<file path="config.mk">
export PLATFORM = sky130hd
export DESIGN_NAME = dpdm_rx
export DESIGN_NICKNAME = d
export VERILOG_FILES = /design/src/rtl/dpdm_rx.sv
export SDC_FILE = /design/constraint.sdc
export NUM_CORES = 1
export LEC_CHECK = 0
export BUFFER_PORTS_ARGS = -buffer_cell sky130_fd_sc_hd__buf_2
export CORE_UTILIZATION = 50
export DETAILED_ROUTE_END_ITERATION = 8
export PLACE_DENSITY = 0.7
export SLEW_MARGIN = 25
export SYNTH_ARGS = -nofsm -noshare
export SYNTH_HDL_FRONTEND = slang
export SYNTH_SLANG_ARGS = --single-unit
</file>
<file path="constraint.sdc">
create_clock -name clk -period 4 [get_ports clk]
set_input_delay 0.8 -clock clk [delete_from_list [all_inputs] [get_ports clk]]
set_output_delay 0.8 -clock clk [all_outputs]
set_load 0.1 [all_outputs]
</file>
<file path="src/rtl/dpdm_rx.sv">
// dpdm_rx: DP/DM line receiver. Detects SOP/SYNC, forwards line bits, detects EOP and classifies by length.
// Define DPDM_RX_SYNC_EN to insert a 2-flop input synchronizer (reset to J), adding two cycles of latency.
module dpdm_rx #(
    parameter int TOK_LEN  = 28,
    parameter int DATA_LEN = 92,
    parameter int HS_LEN   = 12,
    parameter int MAX_LEN  = 100,
    parameter int IDLE_RUN = 8
) (
    input  logic       clk,
    input  logic       rst,
    input  logic       dp,
    input  logic       dm,
    output logic       bstr,
    output logic       bstr_valid,
    output logic       pkt_start,
    output logic       pkt_done,
    output logic [6:0] pkt_len,
    output logic [1:0] pkt_type,
    output logic       pkt_err,
    output logic [1:0] err_code
);
    typedef enum logic [2:0] {S_IDLE, S_SYNC, S_DATA, S_EOP1, S_EOP2, S_ERR} state_t;

    localparam int RUN_W = $clog2(IDLE_RUN + 1);
    localparam logic [RUN_W-1:0] RUN_END = RUN_W'(IDLE_RUN);
    localparam logic [RUN_W-1:0] RUN_ONE = RUN_W'(1);
    localparam logic [6:0] MAX_C = 7'(MAX_LEN);
    localparam logic [1:0] ERR_SYNC = 2'b00, ERR_EOP = 2'b01, ERR_OVF = 2'b10, ERR_SE1 = 2'b11;

    function automatic logic [1:0] classify(input logic [6:0] len);
        if (len == 7'(TOK_LEN))       return 2'b01;
        else if (len == 7'(DATA_LEN)) return 2'b10;
        else if (len == 7'(HS_LEN))   return 2'b11;
        else                          return 2'b00;
    endfunction

    logic [1:0] line;

`ifdef DPDM_RX_SYNC_EN
    logic [1:0] sync_p0_q, sync_p1_q;
    always_ff @(posedge clk or posedge rst) begin
        if (rst) begin
            sync_p0_q <= 2'b10;
            sync_p1_q <= 2'b10;
        end else begin
            sync_p0_q <= {dp, dm};
            sync_p1_q <= sync_p0_q;
        end
    end
    assign line = sync_p1_q;
`else
    assign line = {dp, dm};
`endif

    state_t           state_q, state_d;
    logic [6:0]       cnt_q, cnt_d;
    logic [RUN_W-1:0] run_q, run_d;
    logic             bstr_q, bstr_d, bstr_valid_q, bstr_valid_d;
    logic             pkt_start_q, pkt_start_d, pkt_done_q, pkt_done_d, pkt_err_q, pkt_err_d;
    logic [6:0]       pkt_len_q, pkt_len_d;
    logic [1:0]       pkt_type_q, pkt_type_d, err_code_q, err_code_d;
    logic             is_j, is_k, is_se0, is_se1, sync_dp;

    assign is_j   = (line == 2'b10);
    assign is_k   = (line == 2'b01);
    assign is_se0 = (line == 2'b00);
    assign is_se1 = (line == 2'b11);
    // Expected dp for SYNC sample index cnt: K J K J K J K K
    assign sync_dp = (cnt_q == 7'd7) ? 1'b0 : cnt_q[0];

    always_comb begin
        state_d      = state_q;
        cnt_d        = cnt_q;
        run_d        = '0;
        bstr_d       = 1'b0;
        bstr_valid_d = 1'b0;
        pkt_start_d  = 1'b0;
        pkt_done_d   = 1'b0;
        pkt_err_d    = 1'b0;
        pkt_len_d    = pkt_len_q;
        pkt_type_d   = pkt_type_q;
        err_code_d   = err_code_q;
        case (state_q)
            S_IDLE: begin
                if (is_k) begin
                    state_d      = S_SYNC;
                    cnt_d        = 7'd1;
                    bstr_valid_d = 1'b1;
                    pkt_start_d  = 1'b1;
                end
            end
            S_SYNC: begin
                if (is_se1) begin
                    state_d = S_ERR; pkt_err_d = 1'b1; err_code_d = ERR_SE1;
                end else if ((is_j || is_k) && line[1] == sync_dp) begin
                    bstr_d       = line[1];
                    bstr_valid_d = 1'b1;
                    cnt_d        = cnt_q + 7'd1;
                    if (cnt_q == 7'd7) state_d = S_DATA;
                end else begin
                    state_d = S_ERR; pkt_err_d = 1'b1; err_code_d = ERR_SYNC;
                end
            end
            S_DATA: begin
                // SE0 is tested before overflow so an EOP on the last legal count still completes
                if (is_se0) begin
                    state_d = S_EOP1;
                end else if (is_se1) begin
                    state_d = S_ERR; pkt_err_d = 1'b1; err_code_d = ERR_SE1;
                end else if (cnt_q + 7'd1 == MAX_C) begin
                    state_d = S_ERR; pkt_err_d = 1'b1; err_code_d = ERR_OVF;
                end else begin
                    bstr_d       = line[1];
                    bstr_valid_d = 1'b1;
                    cnt_d        = cnt_q + 7'd1;
                end
            end
            S_EOP1: begin
                if (is_se0) begin
                    state_d = S_EOP2;
                end else begin
                    state_d = S_ERR; pkt_err_d = 1'b1; err_code_d = ERR_EOP;
                end
            end
            S_EOP2: begin
                if (is_j) begin
                    state_d    = S_IDLE;
                    pkt_done_d = 1'b1;
                    pkt_len_d  = cnt_q;
                    pkt_type_d = classify(cnt_q);
                end else begin
                    state_d = S_ERR; pkt_err_d = 1'b1; err_code_d = ERR_EOP;
                end
            end
            S_ERR: begin
                if (is_j) begin
                    if (run_q + RUN_ONE == RUN_END) state_d = S_IDLE;
                    else                            run_d   = run_q + RUN_ONE;
                end
            end
            default: state_d = S_IDLE;
        endcase
    end

    always_ff @(posedge clk or posedge rst) begin
        if (rst) begin
            state_q      <= S_IDLE;
            cnt_q        <= '0;
            run_q        <= '0;
            bstr_q       <= 1'b0;
            bstr_valid_q <= 1'b0;
            pkt_start_q  <= 1'b0;
            pkt_done_q   <= 1'b0;
            pkt_err_q    <= 1'b0;
            pkt_len_q    <= '0;
            pkt_type_q   <= '0;
            err_code_q   <= '0;
        end else begin
            state_q      <= state_d;
            cnt_q        <= cnt_d;
            run_q        <= run_d;
            bstr_q       <= bstr_d;
            bstr_valid_q <= bstr_valid_d;
            pkt_start_q  <= pkt_start_d;
            pkt_done_q   <= pkt_done_d;
            pkt_err_q    <= pkt_err_d;
            pkt_len_q    <= pkt_len_d;
            pkt_type_q   <= pkt_type_d;
            err_code_q   <= err_code_d;
        end
    end

    assign bstr       = bstr_q;
    assign bstr_valid = bstr_valid_q;
    assign pkt_start  = pkt_start_q;
    assign pkt_done   = pkt_done_q;
    assign pkt_err    = pkt_err_q;
    assign pkt_len    = pkt_len_q;
    assign pkt_type   = pkt_type_q;
    assign err_code   = err_code_q;
endmodule

</file>
* Word level (Yosys, flattened, before mapping)
Cells that the tools add are included.
** Word-level totals
- Register bits after elaboration :: 30
- Output and inout port bits :: 16
- Word-level logic and storage cells :: 110
** Cells by class
- Reductions and logical operators :: 10
- Multiplexer cells :: 58
- Eq/ne operators :: 29
- Add/subtract/negate cells :: 2
** Operator list (number)
- $mux W7 :: 6
- $mux W3 :: 10
- $mux W1 :: 23
- $pmux W7 S3 :: 1
- $mux W2 :: 10
- $ne A2 B2 Y1 const B :: 10
- $pmux W3 S6 :: 1
- $eq A7 B7 Y1 const B :: 2
- $mux W4 :: 3
- $ne A4 B4 Y1 const B :: 2
- $pmux W2 S4 :: 1
- $add A7 B1 Y7 const B :: 1
- $eq A7 B3 Y1 const B :: 1
- $eq A7 B4 Y1 const B :: 1
- $eq A7 B5 Y1 const B :: 1
- $reduce_and A7 Y1 :: 1
- $eq A3 B2 Y1 const B :: 2
- $eq A3 B3 Y1 const B :: 2
- $ne A3 B3 Y1 const B :: 2
- $reduce_and A6 Y1 :: 1
- $reduce_and A5 Y1 :: 1
- $add A4 B1 Y4 const B :: 1
- $eq A2 B2 Y1 const B :: 2
- $eq A4 B4 Y1 const B :: 1
- 13 further kinds :: 13

* Logic depth before layout (Yosys ltp)
Gate-level depths: netlist (run 1).
- Word-level depth :: 7
- Depth in mapped cells :: 8

* Least setup slack after synthesis (run 1)
OpenSTA, ideal clock, no wires.
- Kind :: input port to flip-flop
- Start :: input port dp
- End :: register cnt_q[0]
- Stages :: 6
- Required time :: 3875 ps
- Path buffers :: 0
- Library setup time :: 125 ps
- Slack :: 1552 ps
- Arrival :: 2324 ps
- Cell sequence :: ha_1 -> or4b_1 -> a211oi_2 -> o32ai_2 -> or2_4 -> mux2_2
** On the way
- Word-level cells in the longest chain between the ends :: 5
** Ends and longest elaborated chain
- start, declared :: line 12 : input logic dp,
- $eq A2 B2 Y1 or $eq A2 B1 Y1 (tied branches) :: line 65, 66
- $logic_or A1 B1 Y1 :: line 96 : end else if ((is_j || is_k) && line[1] == sync_dp) begin
- $logic_and A1 B1 Y1 :: line 96
- $ne A2 B2 Y1 (no source line)
- $reduce_and A7 Y1 (no source line) *
- end signal, assigned :: line 161 : cnt_q <= cnt_d;
- end, declared :: line 57 : logic [6:0] cnt_q, cnt_d;
Mark *: on every way between the ends. The rest lies on a longest branch, timed or not.
A chain may end at the register's enable or synchronous reset.

* Worst setup path in the final report (run 1)
Same ends and word-level chain as after synthesis.

==> impl_results.md, run 1 <==
- Max Slew Vio Count: 0
- Syn Inst Count: 181
- Core ar.: 3360 sq um
- Final Cycle Share: between 60% and 70%
- Largest net degree at the start of global routing: 31
- Routability-driven placement congestion ratio: between 0.8 and 0.9
- Max clock buf depth: 2
- Logic pwr share: 55.8%
- Vias in the first global route: roughly 1200
- IO Pins: 20
- Initial antenna violation count: 0
- CTS root buffer: clkbuf_4
- DP Wirelength: between 2000 and 3000 microns
- DR iter-0 viols: 89
- Setup_tns: 0 ps
- Post-Syn Area: 1760 sq um
- Slew HR: between 40% and 50%
- P per Cell Area: approximately 770 nW/um^2
- CP arrival: a little under 3000 ps
- Synth unique cells: 46
- CTS tree: built
- Global-route wire length before repair: between 5000 and 6000 microns
- Worst vdd ir: roughly 0.42 mV
- Hold_sp: err_code[1]
- Layout cells sized above 1: between 20 and 25%
- I/O Buffers: 19
- DR DRC count: 0
- WS Path Type: in -> reg
- Max H-tree Level: 2
- Cts-stage hold buffer count: 0
- Yosys warnings: 0
- Clock Sink Count: 30
- Final setup viols: 0
- Mapped Nets: between 150 and 200
- Kind of end point of the critical path: flop
- RSZ-0062 raised after global routing: false
- Synth top area share: roughly 43%
- Max-Cap Viols: 0
- Async S/R FF share, synth: 100%
- Cell count after placement: about 240
- DRT Wirelength: roughly 3500 microns
- Die Span Y: between 60 and 70 microns
- Cell with the most instances after synthesis: dfrtp_1
- Worst slew pin tran: 790 ps
- Worst Setup SP: dp
- Required time of the worst setup path: between 4000 and 5000 ps
- Switch share: ~54%
- Antenna violation net count after detailed routing: 0
- Total Nets Final: roughly 210
- Initial Util: a little over half
- Critical path launch point type: input pin
- 1st-pass router iterations: 4
- Leakage: 0.904 nW
- Number of synthesized flops with an enable pin: 0
- Layout area overhead: 10.4%
- Routed len/inst: 14.3 microns
- Status: completed
- Avg Inst Size Synth: around 9.7 sq um
- Register area share after synthesis: approximately 43%
- Via Count: 1408
- GRT Total Usage: 20.9%
- #FFs+latches synth: 30
- Row cnt: 21
- Hold Path Class: reg -> reg
- CP max FO: 12
- FF-to-FF setup slack: roughly 1500 ps
- Worst Skew: between 10 and 15 ps
- Reg2reg start: cnt_q[0]
- Clock Latency Late Sink: 340 ps
- Ys flop type: dfrtp_1
- Final min period: about 2800 ps
- Setup crit end: cnt_q[0]
- Layout Cells excl Fill: roughly 250
- Largest area contributor in the netlist: dfrtp_1
- Psw: 0.811 mW
- Synth area leaders: dfrtp_1, ha_1, mux2_2, o21ai_0, nor2_1
- Clock network power share: around an eighth
- Final hold vios: 0
- Post-synth top cells: dfrtp_1, nor2_1, o21ai_0
- F_max: between 300 and 400 MHz
- Internal cell power: 0.686 mW
- Via density: between 5 and 6
- # Post-CTS Setup Buffers: 0
- Worst-path clk slew: approximately 90 ps
- Num CTS Buffers: 5
- Ant. Diodes: 0
- Share of power burned in registers: a little under a third
- Reg2Reg Capture Point: cnt_q[0]
- Reg2reg path depth: 6
- GRT Residual Overflow: 0
- Die area: ~3800 sq um
- Die width: 61.4 microns
- Post-CTS sizing: 0
metrics by stage:
| step | hold slack (ps) | utilization (%) | setup slack, ps | power (mW) | cell area [sq um] |
|---|---|---|---|---|---|
| 3_3_place_gp | 465 | 56.0 | 1000 | 1.30 | 1880 |
| 4_1_cts | 501 | 57.8 | 1260 | 1.50 | 1950 |
| 6_report | 499 | 57.8 | 1240 | 1.50 | 1950 |
| 5_1_grt | 528 | 57.8 | 1150 | 1.59 | 1950 |
| 2_1_floorplan | 495 | - | 1550 | 1.18 | 1760 |
| 3_5_place_dp | 480 | 56.0 | 911 | 1.30 | 1880 |
power groups by stage:
stage	clock network (mW)	registers [mW]	logic (mW)
global route	0.211	0.484	0.893
global placement	0	0.471	0.827
finish	0.193	0.469	0.835
CTS	0.196	0.467	0.834
detailed placement	0	0.473	0.832
floorplan	0	0.776	0.400
cell families after synthesis:
logic type | count (synthesis) | synth area share [%]
adder cells (fa/ha/maj) | 8 | 5.68
flip-flops | 30 | 42.6
AO/OA/AOI/OAI | 45 | 18.6
XOR/XNOR | 5 | 2.48
buffers and inverters | 18 | 4.26
AND/OR/NAND/NOR | 65 | 20.0
multiplexers | 10 | 6.39
cell usage in the layout, fill, tap and decap left out, types with 8 or more instances in the layout:
cell type  instances
nand2_1           11
ha_1               8
dfrtp_1           30
o21ai_0           12
buf_2             19
a21oi_1            9
nor2_1            15
inv_1             10
mux2_2             8
how the worst min path moves through the flow:
| stage | end | slack, ps | cells past startpoint |
|---|---|---|---|
| floorplan | run_q[0] | 500 | 1 |
| global placement | err_code[0] | 460 | 1 |
| detailed placement | err_code[1] | 480 | 1 |
| CTS | err_code[1] | 500 | 1 |
| global route | pkt_len[4] | 530 | 1 |
| finish | err_code[1] | 500 | 1 |
flip-flops by register name, summed over array words and instances, names as in the netlist:
signal,count
run_q,4
err_code,2
state_q,3
cnt_q,7
pkt_start,1
pkt_err,1
pkt_type,2
bstr_valid,1
pkt_len,7
pkt_done,1
bstr,1
per-layer routing:
layer | up-vias | GRT usage, % | share of wire, %
met1 | 684 | 25.4 | 45
met4 | 0 | 6.67 | 1.1
met2 | 33 | 35.7 | 49
li1 | 685 | - | -
met3 | 6 | 6.30 | 4.2
met5 | - | 0 | 0
critical path, cell delays in order:
cell and delay (ps):
buf_2 140, inv_1 110, ha_1 370, nor2b_1 180, a311o_1 380, o32ai_2 580, inv_1 120, mux2_2 280
area by class of cell:
cell class | instances | area (sq um)
Fill cell | 325 | 1420
Multi-Input combinational cell | 133 | 937
Sequential cell | 30 | 751
Timing Repair Buffer | 19 | 95.1
Tap cell | 46 | 57.6
Clock buffer | 6 | 51.3
Inverter | 11 | 41.3
Clock inverter | 2 | 12.5
Power figures use the tool's default switching activity.
==> run 2: changes to the inputs <==
Settings changed: ABC_AREA from default to 1, PLACE_DENSITY 0.7 to 0.73.
Clock period 4 ns to 2.2 ns, I/O delays scaled along.
==> impl_results.md, run 2 <==
- DRT Wirelength: 3350 microns (-4.9%)
- Largest family of logic cells by synthesized area: simple AND/OR/NAND/NOR gates
- Leakage: 1.15 nW (+28%)
- CTS tree: built
- GRT Total Usage: 20.1% (-0.86 points)
- DR DRC count: 0 (unchanged)
- Clock Sink Count: 30 (unchanged)
- Via density: 4.93 (-13%)
- WS Path Type: reg -> reg
- Ant. Diodes: 0 (unchanged)
- Mapped Nets: 247 (+28%)
- Vias in the first global route: 1270 (+3.3%)
- Yosys warnings: 0 (unchanged)
- Avg Inst Size Synth: 7.62 sq um (-22%)
- Largest stage delay, worst path: 450 ps (-130 ps)
- Final min period: around 1900 ps
- Routed len/inst: 10.9 microns (-23%)
- Worst-path clk slew: 90 ps (about the same)
- Max Slew Vio Count: 0 (unchanged)
- Layout cells sized above 1: 21.5% (-0.93 points)
- Row cnt: 21 (unchanged)
- Worst slew pin tran: 484 ps (-306 ps)
- Largest area contributor in the netlist: dfrtp_1
- Max clock buf depth: 2 (unchanged)
- 1st-pass router iterations: 4 (unchanged)
- Required time of the worst setup path: 2480 ps (-1740 ps)
- # Post-CTS Setup Buffers: 0 (unchanged)
- Number of synthesized flops with an enable pin: 0 (unchanged)
- Final setup viols: 0 (unchanged)
- Antenna violation net count after detailed routing: 0 (unchanged)
- Cts-stage hold buffer count: 0 (unchanged)
- Layout area overhead: 11.2%
- CP arrival: 2210 ps (-770 ps)
- Kind of end point of the critical path: flop
- Die Span Y: 61.9 microns (+0.78%)
- Post-Syn Area: 1790 sq um (+1.6%)
- Post-CTS sizing: 0 (unchanged)
- Hold Path Class: in -> async
- Final Cycle Share: 87.6%
- Setup_tns: 0 ps (unchanged)
- Slew HR: 67.9% (+21 points)
- Initial Util: 52.9% (+0.44 points)
- Global-route wire length before repair: 5470 microns (-2.7%)
- Commonest non-fill, non-tap cells in the layout: nand2_1, inv_1, dfrtp_1
- Xor and xnor fraction of the mapped netlist area: 0% (-2.5 points)
- Fin util: 58.8% (+0.95 points)
- Synth unique cells: 26 (-43%)
- Largest net degree at the start of global routing: 31 (unchanged)
- Buffers plus inverters on the worst setup path: 3 (unchanged)
- Core ar.: 3390 sq um (+0.78%)
- Commonest non-fill, non-tap cell in the layout: nand2_1
- Routability-driven placement congestion ratio: 0.880 (-2.0%)
- Worst vdd ir: 0.736 mV (+76%)
- DR iter-0 viols: 71 (-20%)
- CP max FO: 8 (-4)
- CTS root buffer: clkbuf_4
- Worst hold slack: 159 ps (-340 ps)
- FILL cells: 315 (-3.1%)
- Critical Path Most Common Cell: nand2_1
- Slowest CP cell: dfrtp_2
- Register area share after synthesis: 41.9% (-0.68 points)
- P per Cell Area: 1140 nW/um^2 (+48%)
- Post-Synth Adder-Cell Area: 5.59% (-0.091 points)
- RSZ-0062 raised after global routing: false
- Delay-heaviest family, CP: simple AND/OR/NAND/NOR gates
- Syn Inst Count: 235 (+30%)
- Clock Latency Late Sink: 330 ps (about the same)
- Worst Skew: 10.1 ps (-2.89 ps)
- #FFs+latches synth: 30 (unchanged)
- DP Wirelength: 2560 microns (-0.60%)
- Final hold vios: 0 (unchanged)
- IO Pins: 20 (unchanged)
- Cell with the most instances after synthesis: nand2_1
- Mux cell area share after synthesis: 0% (-6.4 points)
- Synth top area share: 41.9% (-0.68 points)
- I/O Buffers: 19 (unchanged)
- Async S/R FF share, synth: 100% (unchanged)
- CP cell instances: ha_1 -> nand2_2 -> inv_2 -> nand3_2 -> nand3_1 -> nand4_2 -> buf_4 -> nand2_1 -> inv_2 -> nand2_1 -> nand2_1 -> nand2_1
- Initial antenna violation count: 0 (unchanged)
- Die width: 61.9 microns (+0.78%)
- Status: completed
- F_max: between 500 and 600 MHz
- Synth area leaders: dfrtp_1, nand2_1, inv_1, ha_1, nand3_1
- Post-synth top cells: nand2_1, dfrtp_1, inv_1
- Max-Cap Viols: 0 (unchanged)
- Max H-tree Level: 2 (unchanged)
- Num CTS Buffers: 5 (unchanged)
- Critical path launch point type: flop
- Overall Power: 2.28 mW (+52%)
- GRT Residual Overflow: 0 (unchanged)
- Ys flop type: dfrtp_1
- Simple-Gate Fraction of Synth Area: 36.2% (+16 points)
- Synth Area in Compound Gates: 6.42% (-12 points)
- Via Count: 1515 (+7.6%)
- Die area: 3830 sq um (+1.6%)
- Total Nets Final: 272 (+28%)
## run 2: cell types whose count changed after synthesis, moves of 6 or more
| cell | change |
|---|---|
| nand2_1 | +61 |
| inv_1 | +18 |
| nand3_1 | +10 |
| nand4_1 | +10 |
| inv_2 | +8 |
| mux2_2 | -8 |
| nand2b_1 | -6 |
| nor2b_1 | -6 |
## run 2: path summary, 6_finish.rpt
check | start | end | slack [ps] | cells after the start
max in group asynchronous | rst | cnt_q[0] | 1750 | 3
max reg2reg | cnt_q[0] | err_code[1] | 270 | 12
min in group clk | err_code[1] | err_code[1] | 480 | 2
max | cnt_q[0] | err_code[1] | 270 | 12
min | rst | pkt_len[3] | 160 | 3
min reg2reg | err_code[1] | err_code[1] | 480 | 2
## run 2: area by class of cell
| cell class | count | area, sq um | area share, % |
|---|---|---|---|
| Clock buffer | 7 | 55.1 | 2.76 |
| Clock inverter | 1 | 5.00 | 0.251 |
| Tap cell | 46 | 57.6 | 2.89 |
| Multi-Input combinational cell | 163 | 863 | 43.3 |
| Sequential cell | 30 | 752 | 37.7 |
| Inverter | 38 | 143 | 7.16 |
| Timing Repair Buffer | 22 | 118 | 5.90 |
## run 2: worst reg2reg max path, stage by stage (launching register included)
cell and delay, ps:
dfrtp_2 450, ha_1 250, nand2_2 70, inv_2 90, nand3_2 110, nand3_1 160, nand4_2 230, buf_4 230
nand2_1 70, inv_2 40, nand2_1 80, nand2_1 50, nand2_1 50
## run 2: metrics by stage
stage	worst slack, ps	cells	cell area, sq um
detailed placement	223	299	1930
floorplan	606	235	1790
global route	53.8	307	1990
global placement	335	299	1930
CTS	210	307	1990
finish	274	307	1990
## run 2: power by group
part | total [mW] | internal [mW] | switching [mW]
combinational | 1.17 | 0.275 | 0.894
clock | 0.340 | 0.155 | 0.185
sequential | 0.767 | 0.664 | 0.103
total | 2.28 | 1.09 | 1.18
## run 2: kinds of logic after synthesis
family | Yosys count
adders and majority gates | 8
buffers and inverters | 42
DFF | 30
AOI/OAI and AO/OA | 23
and+or+nand+nor | 132
## run 2: routing by layer
layer | vias to the layer above | GRT usage, % | wire length [microns]
li1 | 800 | - | -
met5 | - | 0 | 0
met1 | 678 | 25.9 | 1590
met3 | 6 | 4.97 | 155
met2 | 31 | 32.1 | 1540
met4 | 0 | 8.57 | 63
==> run 3: changes to the inputs <==
Settings changed: HOLD_SLACK_MARGIN from default to 0.05, RECOVER_POWER from default to 50.
==> impl_results.md, run 3 (synthesized netlist as in run 2, its figures left out) <==
- Num CTS Buffers: 5 (unchanged)
- GRT Residual Overflow: 0 (unchanged)
- Sequential Area: 752 sq um (unchanged)
- IO Pins: 20 (unchanged)
- Slew HR: -2.31% (-70 points)
- Placed instance area: 1930 sq um (unchanged)
- DRT Wirelength: 3350 microns (-0.12%)
- I/O Buffers: 19 (unchanged)
- Setup_tns: 0 ps (unchanged)
- Leakage: 1.14 nW (-1.2%)
- Layout area overhead: 10.3%
- P per Cell Area: 1140 nW/um^2 (+0.20%)
- Commonest non-fill, non-tap cell in the layout: nand2_1
- Core ar.: 3390 sq um (unchanged)
- GRT Total Usage: 20.1% (unchanged)
- Worst vdd ir: 0.716 mV (-2.7%)
- Final setup viols: 0 (unchanged)
- Layout cells sized above 1: 19.5% (-1.9 points)
- Via density: 4.95 (+0.40%)
- Final min period: 1930 ps (+0.653 ps)
- Total Nets Final: 272 (unchanged)
- Worst Skew: 9.33 ps (-0.723 ps)
- Hold endpoint: err_code[1]
- Max Slew Vio Count: 31 (+31)
- Die Span Y: 61.9 microns (unchanged)
- Critical path launch point type: flop
- Reg2reg start: cnt_q[0]
- Worst slew pin tran: 1530 ps (+1050 ps)
- DP Wirelength: 2560 microns (unchanged)
- Commonest non-fill, non-tap cells in the layout: nand2_1, inv_1, dfrtp_1
- CP arrival: 2200 ps (about the same)
- Max clock buf depth: 2 (unchanged)
- Reg2reg path depth: 12 (unchanged)
- CP max FO: 8 (unchanged)
- RSZ-0062 raised after global routing: false
- Final hold vios: 0 (unchanged)
- Initial antenna violation count: 0 (unchanged)
- Clock Latency Late Sink: 330 ps (about the same)
- Routability-driven placement congestion ratio: 0.880 (unchanged)
- FILL cells: 320 (+1.6%)
- Final Cycle Share: 87.6% (about the same)
- Clock Sink Count: 30 (unchanged)
- WS Path Type: reg -> reg
- Vias in the first global route: 1270 (unchanged)
- Initial Util: 52.9% (unchanged)
- Area of the multi-input gates: 853 sq um (-1.2%)
- Die width: 61.9 microns (unchanged)
- Hold_sp: err_code[1]
- DR iter-0 viols: 70 (-1.4%)
- Required time of the worst setup path: 2470 ps (about the same)
- CTS tree: built
- Antenna violation net count after detailed routing: 0 (unchanged)
- Max-Cap Viols: 1 (+1)
- Ant. Diodes: 0 (unchanged)
- Hold Path Stages: 2
- Routed len/inst: 10.9 microns (-0.12%)
- Kind of end point of the critical path: flop
- 1st-pass router iterations: 4 (unchanged)
- DR DRC count: 0 (unchanged)
- Row cnt: 21 (unchanged)
- FF-to-FF setup slack: 270 ps (about the same)
- Cell area after layout: 1980 sq um (-0.88%)
- Worst-path clk slew: 90 ps (about the same)
- Max H-tree Level: 2 (unchanged)
- F_max: 519 MHz (about the same)
- Status: finished, violations left
- Violated checks: max-capacitance violations, max-slew violations
- Largest net degree at the start of global routing: 31 (unchanged)
- Die area: 3830 sq um (unchanged)
- Reg2Reg Capture Point: err_code[1]
- Global-route wire length before repair: 5470 microns (unchanged)
- CTS root buffer: clkbuf_4
- Hold Path Class: reg -> reg
- Via Count: 1521 (+0.40%)
## run 3: repair_timing
action	in CTS	in global routing
hold buffers	0	0
gates resized for setup	0	1
endpoints found under the setup margin	0	3
setup buffers	0	0
## run 3: cell type report
cell class,count,area share [%]
well taps,46,2.91
multi-input cells,163,43.2
flip-flops and latches,30,38.1
inverters,38,7.22
clock buffers,7,2.79
clock inverters,1,0.253
repair buffers,22,5.57
## run 3: metrics by stage
| stage | util [%] | hold slack, ps | setup slack (ps) | std cells | power [mW] |
|---|---|---|---|---|---|
| 6_report | 58.3 | 477 | 273 | 307 | 2.26 |
| 3_5_place_dp | 57.0 | 460 | 223 | 299 | 1.95 |
| 3_3_place_gp | 57.0 | 459 | 335 | 299 | 1.93 |
| 4_1_cts | 58.8 | 161 | 210 | 307 | 2.30 |
| 2_1_floorplan | - | 475 | 606 | 235 | 1.75 |
| 5_1_grt | 58.3 | 487 | 53.8 | 307 | 2.44 |
## run 3: how the worst max path moves through the flow
stage / start / to / slack, ps
after floorplan: cnt_q[0] / cnt_q[0] / 610
after global placement: cnt_q[0] / err_code[1] / 340
after detailed placement: cnt_q[0] / err_code[0] / 220
after CTS: cnt_q[0] / err_code[1] / 210
after global routing: cnt_q[0] / err_code[1] / 50
final: cnt_q[0] / err_code[1] / 270
## run 3: worst max-delay path, cell delays in order, from the launching register on
cell	delay (ps)
dfrtp_2	450
ha_1	250
nand2_2	70
inv_2	90
nand3_2	110
nand3_1	150
nand4_2	230
buf_4	230
nand2_1	70
inv_2	40
nand2_1	80
nand2_1	50
nand2_1	50
## run 3: power by group
group | leakage, nW | switching (mW) | internal [mW]
Combinational | 0.701 | 0.887 | 0.269
Clock | 0.0353 | 0.183 | 0.155
Sequential | 0.404 | 0.103 | 0.664
## run 3: routing by layer
layer	up-vias	part of all wire (%)	GRT usage (%)	wire length (microns)
met4	0	1.3	8.57	44
met3	4	5.1	4.97	171
met5	-	0	0	0
met1	680	48	25.9	1600
met2	38	46	32.1	1530
li1	799	-	-	-
